[src/rtl/tinyriscv_pkg.sv]
// Shared core definitions used by the fetch unit.
// Holds bus widths, the canonical NOP, the reset PC, the buffer entry layout
// and a word-alignment helper.
package tinyriscv_pkg;

    localparam int InstBus     = 32;
    localparam int InstAddrBus = 32;

    localparam logic [InstAddrBus-1:0] ZeroWord     = 32'h0000_0000;
    localparam logic [InstBus-1:0]     INST_NOP     = 32'h0000_0013;  // addi x0, x0, 0
    localparam logic [InstAddrBus-1:0] CpuResetAddr = 32'h0000_0000;

    // One instruction buffer entry: the fetched word and where it came from.
    typedef struct packed {
        logic [InstAddrBus-1:0] addr;
        logic [InstBus-1:0]     inst;
    } fetch_entry_t;

    function automatic logic [InstAddrBus-1:0] word_align(input logic [InstAddrBus-1:0] a);
        return {a[InstAddrBus-1:2], 2'b00};
    endfunction

endpackage

[src/rtl/if_fifo.sv]
// Small synchronous in-order FIFO used as the instruction buffer.
// Ports:
//   clk_i, rst_ni : clock, asynchronous active-low reset
//   flush_i       : empties the FIFO on this edge (wins over push/pop)
//   push_i/data_i : write one entry
//   pop_i         : drop the head entry
//   data_o        : head entry, combinational from storage (undefined when empty)
//   empty_o/full_o/count_o : occupancy
// Pointers carry one extra wrap bit so full and empty are distinguishable.
module if_fifo #(
    parameter int Depth = 2,
    parameter int Width = 64
) (
    input  logic                     clk_i,
    input  logic                     rst_ni,
    input  logic                     flush_i,
    input  logic                     push_i,
    input  logic [Width-1:0]         data_i,
    input  logic                     pop_i,
    output logic [Width-1:0]         data_o,
    output logic                     empty_o,
    output logic                     full_o,
    output logic [$clog2(Depth):0]   count_o
);

    localparam int PtrW = $clog2(Depth);

    logic [Width-1:0] mem [Depth];
    logic [PtrW:0]    wr_ptr;
    logic [PtrW:0]    rd_ptr;

    always_ff @(posedge clk_i or negedge rst_ni) begin
        if (!rst_ni) begin
            wr_ptr <= '0;
            rd_ptr <= '0;
        end else if (flush_i) begin
            wr_ptr <= '0;
            rd_ptr <= '0;
        end else begin
            if (push_i) wr_ptr <= wr_ptr + (PtrW+1)'(1);
            if (pop_i)  rd_ptr <= rd_ptr + (PtrW+1)'(1);
        end
    end

    // Storage needs no reset: entries are only observed once written.
    always_ff @(posedge clk_i) begin
        if (push_i && !flush_i) mem[wr_ptr[PtrW-1:0]] <= data_i;
    end

    assign count_o = wr_ptr - rd_ptr;
    assign empty_o = (wr_ptr == rd_ptr);
    assign full_o  = (count_o == (PtrW+1)'(Depth));
    assign data_o  = mem[rd_ptr[PtrW-1:0]];

endmodule

[src/rtl/if_fetch.sv]
// Instruction fetch unit. Owns the PC, issues word fetches on the instruction
// bus, buffers returned words in order and hands inst/inst_addr pairs to decode.
// Ports:
//   clk_i, rst_ni              : clock, asynchronous active-low reset
//   jump_flag_i, jump_addr_i   : single-cycle redirect from ex and its target
//   ibus_req_o, ibus_addr_o    : fetch request and word-aligned address
//   ibus_gnt_i                 : request accepted this cycle
//   ibus_rvalid_i, ibus_rdata_i: in-order response
//   inst_o, inst_addr_o        : instruction to decode and its address
//   inst_valid_o, inst_ready_i : output handshake
//
// Handshakes: a bus request transfers on the cycle ibus_req_o && ibus_gnt_i;
// an ungranted request may change or drop the next cycle. An instruction
// transfers on the cycle inst_valid_o && inst_ready_i; while valid and not
// ready, inst_o/inst_addr_o hold. A redirect overrides both handshakes.
module if_fetch
    import tinyriscv_pkg::*;
#(
    parameter int                     Depth     = 2,
    parameter logic [InstAddrBus-1:0] ResetAddr = CpuResetAddr
) (
    input  logic                   clk_i,
    input  logic                   rst_ni,
    input  logic                   jump_flag_i,
    input  logic [InstAddrBus-1:0] jump_addr_i,
    output logic                   ibus_req_o,
    output logic [InstAddrBus-1:0] ibus_addr_o,
    input  logic                   ibus_gnt_i,
    input  logic                   ibus_rvalid_i,
    input  logic [InstBus-1:0]     ibus_rdata_i,
    output logic [InstBus-1:0]     inst_o,
    output logic [InstAddrBus-1:0] inst_addr_o,
    output logic                   inst_valid_o,
    input  logic                   inst_ready_i
);

    localparam int            PtrW     = $clog2(Depth);
    localparam int            CntW     = PtrW + 1;
    localparam logic [CntW:0] DepthExt = (CntW+1)'(Depth);

    logic [InstAddrBus-1:0] pc;
    logic [CntW-1:0]        outstanding;
    logic [CntW-1:0]        discard;
    logic [CntW-1:0]        out_next;

    // Address of each granted request, consumed in order by its response
    // (stale responses consume their slot too).
    logic [InstAddrBus-1:0] addr_q [Depth];
    logic [CntW-1:0]        aq_wr;
    logic [CntW-1:0]        aq_rd;

    fetch_entry_t    fifo_wdata;
    fetch_entry_t    fifo_rdata;
    logic            fifo_push;
    logic            fifo_pop;
    logic            fifo_empty;
    logic            fifo_full;
    logic [CntW-1:0] fifo_count;

    logic            gnt_fire;
    logic [CntW:0]   in_use;
    logic [CntW:0]   limit;

    always_comb begin
        // A pop during a redirect is meaningless: the buffer is flushed anyway.
        fifo_pop = !fifo_empty && inst_ready_i && !jump_flag_i;

        // Every granted request owns a buffer slot until decode takes it. The
        // slot freed by this cycle's pop can be promised already, because its
        // response cannot arrive before the next edge; this keeps one fetch
        // per cycle with a two-entry buffer.
        in_use = {1'b0, outstanding} + {1'b0, fifo_count};
        limit  = DepthExt + {{CntW{1'b0}}, fifo_pop};

        // Gating with rst_ni keeps the request low while reset is held.
        ibus_req_o  = rst_ni && !jump_flag_i && (in_use < limit);
        ibus_addr_o = pc;
        gnt_fire    = ibus_req_o && ibus_gnt_i;

        // Responses arriving during a redirect are stale as well.
        fifo_push        = ibus_rvalid_i && (discard == '0) && !jump_flag_i;
        fifo_wdata.addr  = addr_q[aq_rd[PtrW-1:0]];
        fifo_wdata.inst  = ibus_rdata_i;

        out_next = outstanding + CntW'(gnt_fire) - CntW'(ibus_rvalid_i);

        inst_valid_o = !fifo_empty;
        inst_o       = fifo_empty ? INST_NOP : fifo_rdata.inst;
        inst_addr_o  = fifo_empty ? ZeroWord : fifo_rdata.addr;
    end

    always_ff @(posedge clk_i or negedge rst_ni) begin
        if (!rst_ni) begin
            pc          <= ResetAddr;
            outstanding <= '0;
            discard     <= '0;
            aq_wr       <= '0;
            aq_rd       <= '0;
        end else begin
            outstanding <= out_next;
            if (jump_flag_i) begin
                pc      <= word_align(jump_addr_i);
                // Everything still in flight after this edge belongs to the
                // old path, including a stale response consumed this cycle.
                discard <= out_next;
            end else begin
                if (gnt_fire) pc <= pc + 32'd4;
                if (ibus_rvalid_i && (discard != '0)) discard <= discard - CntW'(1);
            end
            if (gnt_fire)      aq_wr <= aq_wr + CntW'(1);
            if (ibus_rvalid_i) aq_rd <= aq_rd + CntW'(1);
        end
    end

    always_ff @(posedge clk_i) begin
        if (gnt_fire) addr_q[aq_wr[PtrW-1:0]] <= pc;
    end

    if_fifo #(
        .Depth (Depth),
        .Width ($bits(fetch_entry_t))
    ) u_if_fifo (
        .clk_i   (clk_i),
        .rst_ni  (rst_ni),
        .flush_i (jump_flag_i),
        .push_i  (fifo_push),
        .data_i  (fifo_wdata),
        .pop_i   (fifo_pop),
        .data_o  (fifo_rdata),
        .empty_o (fifo_empty),
        .full_o  (fifo_full),
        .count_o (fifo_count)
    );

    // The slot reservation makes both of these impossible on a compliant bus.
    always_ff @(posedge clk_i) begin
        if (rst_ni) begin
            assert (!(fifo_push && fifo_full))
                else $error("if_fetch: response pushed into a full buffer");
            assert (!(ibus_rvalid_i && (outstanding == '0)))
                else $error("if_fetch: response with nothing outstanding");
        end
    end

endmodule

[config.mk]
export PLATFORM = sky130hd
export DESIGN_NAME = if_fetch
export DESIGN_NICKNAME = d
export VERILOG_FILES = /design/src/rtl/tinyriscv_pkg.sv /design/src/rtl/if_fifo.sv /design/src/rtl/if_fetch.sv
export SDC_FILE = /design/constraint.sdc
export NUM_CORES = 1
export LEC_CHECK = 0
export ABC_AREA = 1
export CAP_MARGIN = 20
export CORE_ASPECT_RATIO = 0.7
export CORE_MARGIN = 3
export CORE_UTILIZATION = 45
export CTS_BUF_LIST = sky130_fd_sc_hd__clkbuf_16
export DETAILED_ROUTE_END_ITERATION = 12
export GPL_ROUTABILITY_DRIVEN = 0
export GPL_TIMING_DRIVEN = 0
export PLACE_DENSITY = 0.71
export SLEW_MARGIN = 20
export SYNTH_ARGS = -nofsm -noshare
export SYNTH_HDL_FRONTEND = slang
export SYNTH_SLANG_ARGS = --single-unit
[constraint.sdc]
create_clock -name clk_i -period 12.13 [get_ports clk_i]
set_input_delay 1.8195 -clock clk_i [delete_from_list [all_inputs] [get_ports clk_i]]
set_output_delay 1.8195 -clock clk_i [all_outputs]
set_load 0.01 [all_outputs]
==> out/summary.md <==
The run finished with clean final reports. Portion of the post-synthesis area used by sequential elements: 0.6530. TritonCTS built the clock tree.

Detailed routing inserted a total of 7158 vias. At the worst endpoint, the required time is 10.31 ns. The largest net degree at the start of global routing is 23. By area the synthesized netlist is led by edfxtp_1 (55%), nand2_1 (15%), dfrtp_1 (10%), mux2_2 (3.4%), nand3_1 (3.4%). Cell with the largest stage delay on the worst path: clkdlybuf4s50_1. The cell count after synthesis came out at 967.

The top-area cell type share of the netlist area was 0.5528. The logs give 0 for the number of antenna violations at the first check in global routing and 6.886 ns for the worst slack at placement. Hold repair after CTS inserted 0 buffers. In this run the most critical hold path is launched from outstanding[0]. For the final routed database, the setup TNS stands at 0 ns. The length of the first detailed-routing pass in iterations is 4. Number of flops mapped to enable cells by yosys: 184. The run gives 523 as the iteration-0 DRC count of the detailed router. The number of max-cap violations is 0. The async set-or-reset flop fraction in the synthesized netlist was 0.1786. The total count of hold-check failures in the final report came out at 0. Launch instance of the worst register-to-register path: u_if_fifo.wr_ptr[0]. The tools report the post-layout net count as 1250. Library cell used as clock root buffer: clkbuf_16.

The tools report the final hold slack as 0.5473 ns. Top-level I/O count: 168. Broken down by cell family, the worst path's largest delay share belongs to buffers and inverters. The core occupancy in the finished layout was 0.6082. The top flip-flop cell by instance count after synthesis was edfxtp_1. Worst clock skew on the final layout: 0.006923 ns. In the routed layout, each cell is associated on average with a via count of 4.886. The worst hold path terminates at outstanding[0]. Walking the worst path, the cells encountered are buf_2 > buf_16 > nand3_1 > inv_1 > nand2_2 > inv_1 > clkdlybuf4s50_1. The worst setup path is launched from an input pin. Yosys mapped the design onto 31 distinct sky130hd cell types. The logs give 0.5570 for the worst relative slew slack and 3 for the maximum count of clock buffers along a single path. The die covers 24060 µm². The critical path is of the in -> out type. The starting utilization of the core area was 0.4703; the clock transition time at the flip-flop clock pins of the worst setup and hold paths was 0.06 ns. The detail route stage leaves a number of antenna-violating nets equal to 0. The initialized floorplan defines 44 standard-cell rows. In this run the static leakage power is 5.455 nW.

The sum of internal, switching and leakage power is 2.535 mW, and the aggregate global routing overflow is 0. The worst setup slack for register-to-register paths was 8.91 ns. The global-route total usage across every layer was 0.1926; the number of buffers created by CTS was 22.

At the later pin of the worst-skew pair, clock insertion delay measures 0.50 ns. The largest stage delay on the critical path was 0.53 ns. The maximum fanout encountered on the critical timing path is 22. The worst hold path stage count was 1. Summed over all instances, the cell type with the most area after synthesis is edfxtp_1. The path class of the tightest hold or removal check is reg -> reg.

Share of cells above drive strength 1: 0.1035. By instance count, the cell type seen most on the critical path is inv_1. For the pin with the worst max-slew slack, the measured transition is 0.6644 ns. For the final-report max-slew violation count, the log shows 0. The warning count from the yosys run is 0, and the number of setup buffers added after CTS is 0.

The filler cell count in the final layout came out at 1754. Dividing total power by cell area gives a power density of 196.1 nW/µm². The core footprint is 21250 µm², and the area growth from synthesis to final layout is 29.32%.

The wire length after detailed routing was 22980 µm; the arrival time of data at the critical path endpoint was 3.38 ns. The depth of the CTS H-tree was 1; the buffer and inverter count on the worst path was 5. The logs give 0 for the post-cts resize count and 0 for the total of endpoints with negative setup slack in the final report.

After detailed routing, the average wire length per cell comes to 15.69 µm. The cell area after synthesis was 9995 µm²; the via count of the first global-routing pass was 6837. Once detailed placement completed, the half-perimeter wirelength came to 17040 µm. The number of remaining DRC errors was 0.

Setup repair after global routing left no endpoint under its margin. The wire length of the first global-routing pass came out at 36360 µm. Maximum clock rate: 0.1924 GHz. The critical register-to-register path endpoint is discard[1].

The final period demand of the worst path was 5.197 ns. The count of buffers from port buffering is 160, and the portion of the clock cycle consumed by the worst path in the final layout is 0.4285. The height of the chip is 130.7 µm.

After synthesis, the mean cell area works out to 10.34 µm². The CTS sink count was 224; the worst supply voltage drop on vdd was 0.1232 mV. The depth of the worst register-to-register path was 17; the synthesis-stage register bit count was 224. STA classifies the critical path endpoint as a primary output. Measured along the x axis, the die boundary spans 184.1 µm. The worst path meets setup with 6.933 ns of slack.
[stage by stage]
stage / std cells / instance area [µm²]
2_1_floorplan: 970 / 10010
3_3_place_gp: 1406 / 11950
3_5_place_dp: 1425 / 12190
4_1_cts: 1464 / 12920
5_1_grt: 1464 / 12920
6_report: 1465 / 12920
[metal layers]
| layer | track usage | vias up | wire length [µm] |
|---|---|---|---|
| li1 | - | 3553 | - |
| met1 | 0.2779 | 3375 | 10720 |
| met2 | 0.3172 | 209 | 10650 |
| met3 | 0.03182 | 21 | 1371 |
| met4 | 0.03199 | 0 | 241 |
| met5 | 0 | - | 0 |
[registers in the layout, summed over array words and instances, names as in the netlist]
name / count
aq_rd: 1
aq_wr: 1
outstanding: 2
discard: 2
addr_q: 60
u_if_fifo.wr_ptr: 2
u_if_fifo.mem: 124
ibus_addr_o: 30
u_if_fifo.rd_ptr: 2
[synth_stat cells, types with 2 or more instances]
| library cell | count |
|---|---|
| a21oi_1 | 3 |
| buf_1 | 8 |
| buf_2 | 9 |
| buf_4 | 6 |
| buf_6 | 2 |
| clkbuf_1 | 15 |
| dfrtp_1 | 40 |
| edfxtp_1 | 184 |
| ha_1 | 6 |
| inv_1 | 80 |
| inv_2 | 5 |
| mux2_2 | 30 |
| nand2_1 | 405 |
| nand2_2 | 6 |
| nand3_1 | 67 |
| nand3_2 | 3 |
| nand3b_1 | 13 |
| nor2_1 | 44 |
| nor2_2 | 4 |
| nor2_4 | 3 |
| nor3_1 | 2 |
| o21ai_0 | 6 |
| o21bai_1 | 2 |
| xnor2_1 | 8 |
| xor2_1 | 10 |
[worst reg2reg max path: cells and delay by family, from the launching register on]
kind                       cells  cell delay, ns
and+or+nand+nor                3            0.39
adders and majority gates      5            1.34
xor gates and xnor gates       2            0.33
buffers and inverters          6            0.58
DFF                            1            0.39
AOI/OAI and AO/OA              1            0.10
[cells by family after synthesis]
| logic type | synth area share |
|---|---|
| simple gates | 0.2288 |
| flops | 0.6530 |
| buf+inv | 0.05183 |
| mux | 0.03380 |
| xor+xnor | 0.01577 |
| compound gates | 0.006885 |
| fa+ha+maj | 0.009514 |
| other cells | 0.0003752 |
[layout by cell type, fill, tap and decap left out, types with 13 or more instances in the layout]
cell type and count:
mux2_2 30, dfrtp_1 40, clkbuf_1 15, nor2_1 42, edfxtp_1 184, clkdlybuf4s50_1 159, nand2_1 405, nand3_1 67
buf_4 19, inv_1 87, nand3b_1 13, clkbuf_16 22
[worst max path at each step]
stage | start | endpoint | slack [ns] | depth (start not counted)
3_3_place_gp | ibus_rvalid_i | u_if_fifo.mem[1][7] | 1.71 | 3
2_1_floorplan | jump_flag_i | u_if_fifo.mem[0][0] | 5.12 | 3
3_5_place_dp | rst_ni | ibus_req_o | 6.89 | 7
5_1_grt | rst_ni | ibus_req_o | 6.77 | 7
4_1_cts | rst_ni | ibus_req_o | 6.88 | 7
6_report | rst_ni | ibus_req_o | 6.93 | 7
[area by class of cell]
| class | count | area (µm²) | share of cell area |
|---|---|---|---|
| Antenna cell | 1 | 2.502 | 0.0001936 |
| Clock inverter | 17 | 185.2 | 0.01433 |
| Sequential cell | 224 | 6526 | 0.5049 |
| Clock buffer | 22 | 550.5 | 0.04259 |
| Buffer | 40 | 198.9 | 0.01539 |
| Multi-Input combinational cell | 621 | 2987 | 0.2311 |
| Timing Repair Buffer | 179 | 1810 | 0.1401 |
| Inverter | 85 | 319.1 | 0.02469 |
| Tap cell | 276 | 345.3 | 0.02672 |
[power breakdown]
part           internal, mW  switching (mW)
clock                 0.415           0.269
combinational         0.376           0.445
sequential            0.954          0.0758
(Power assumes the default switching activity.)
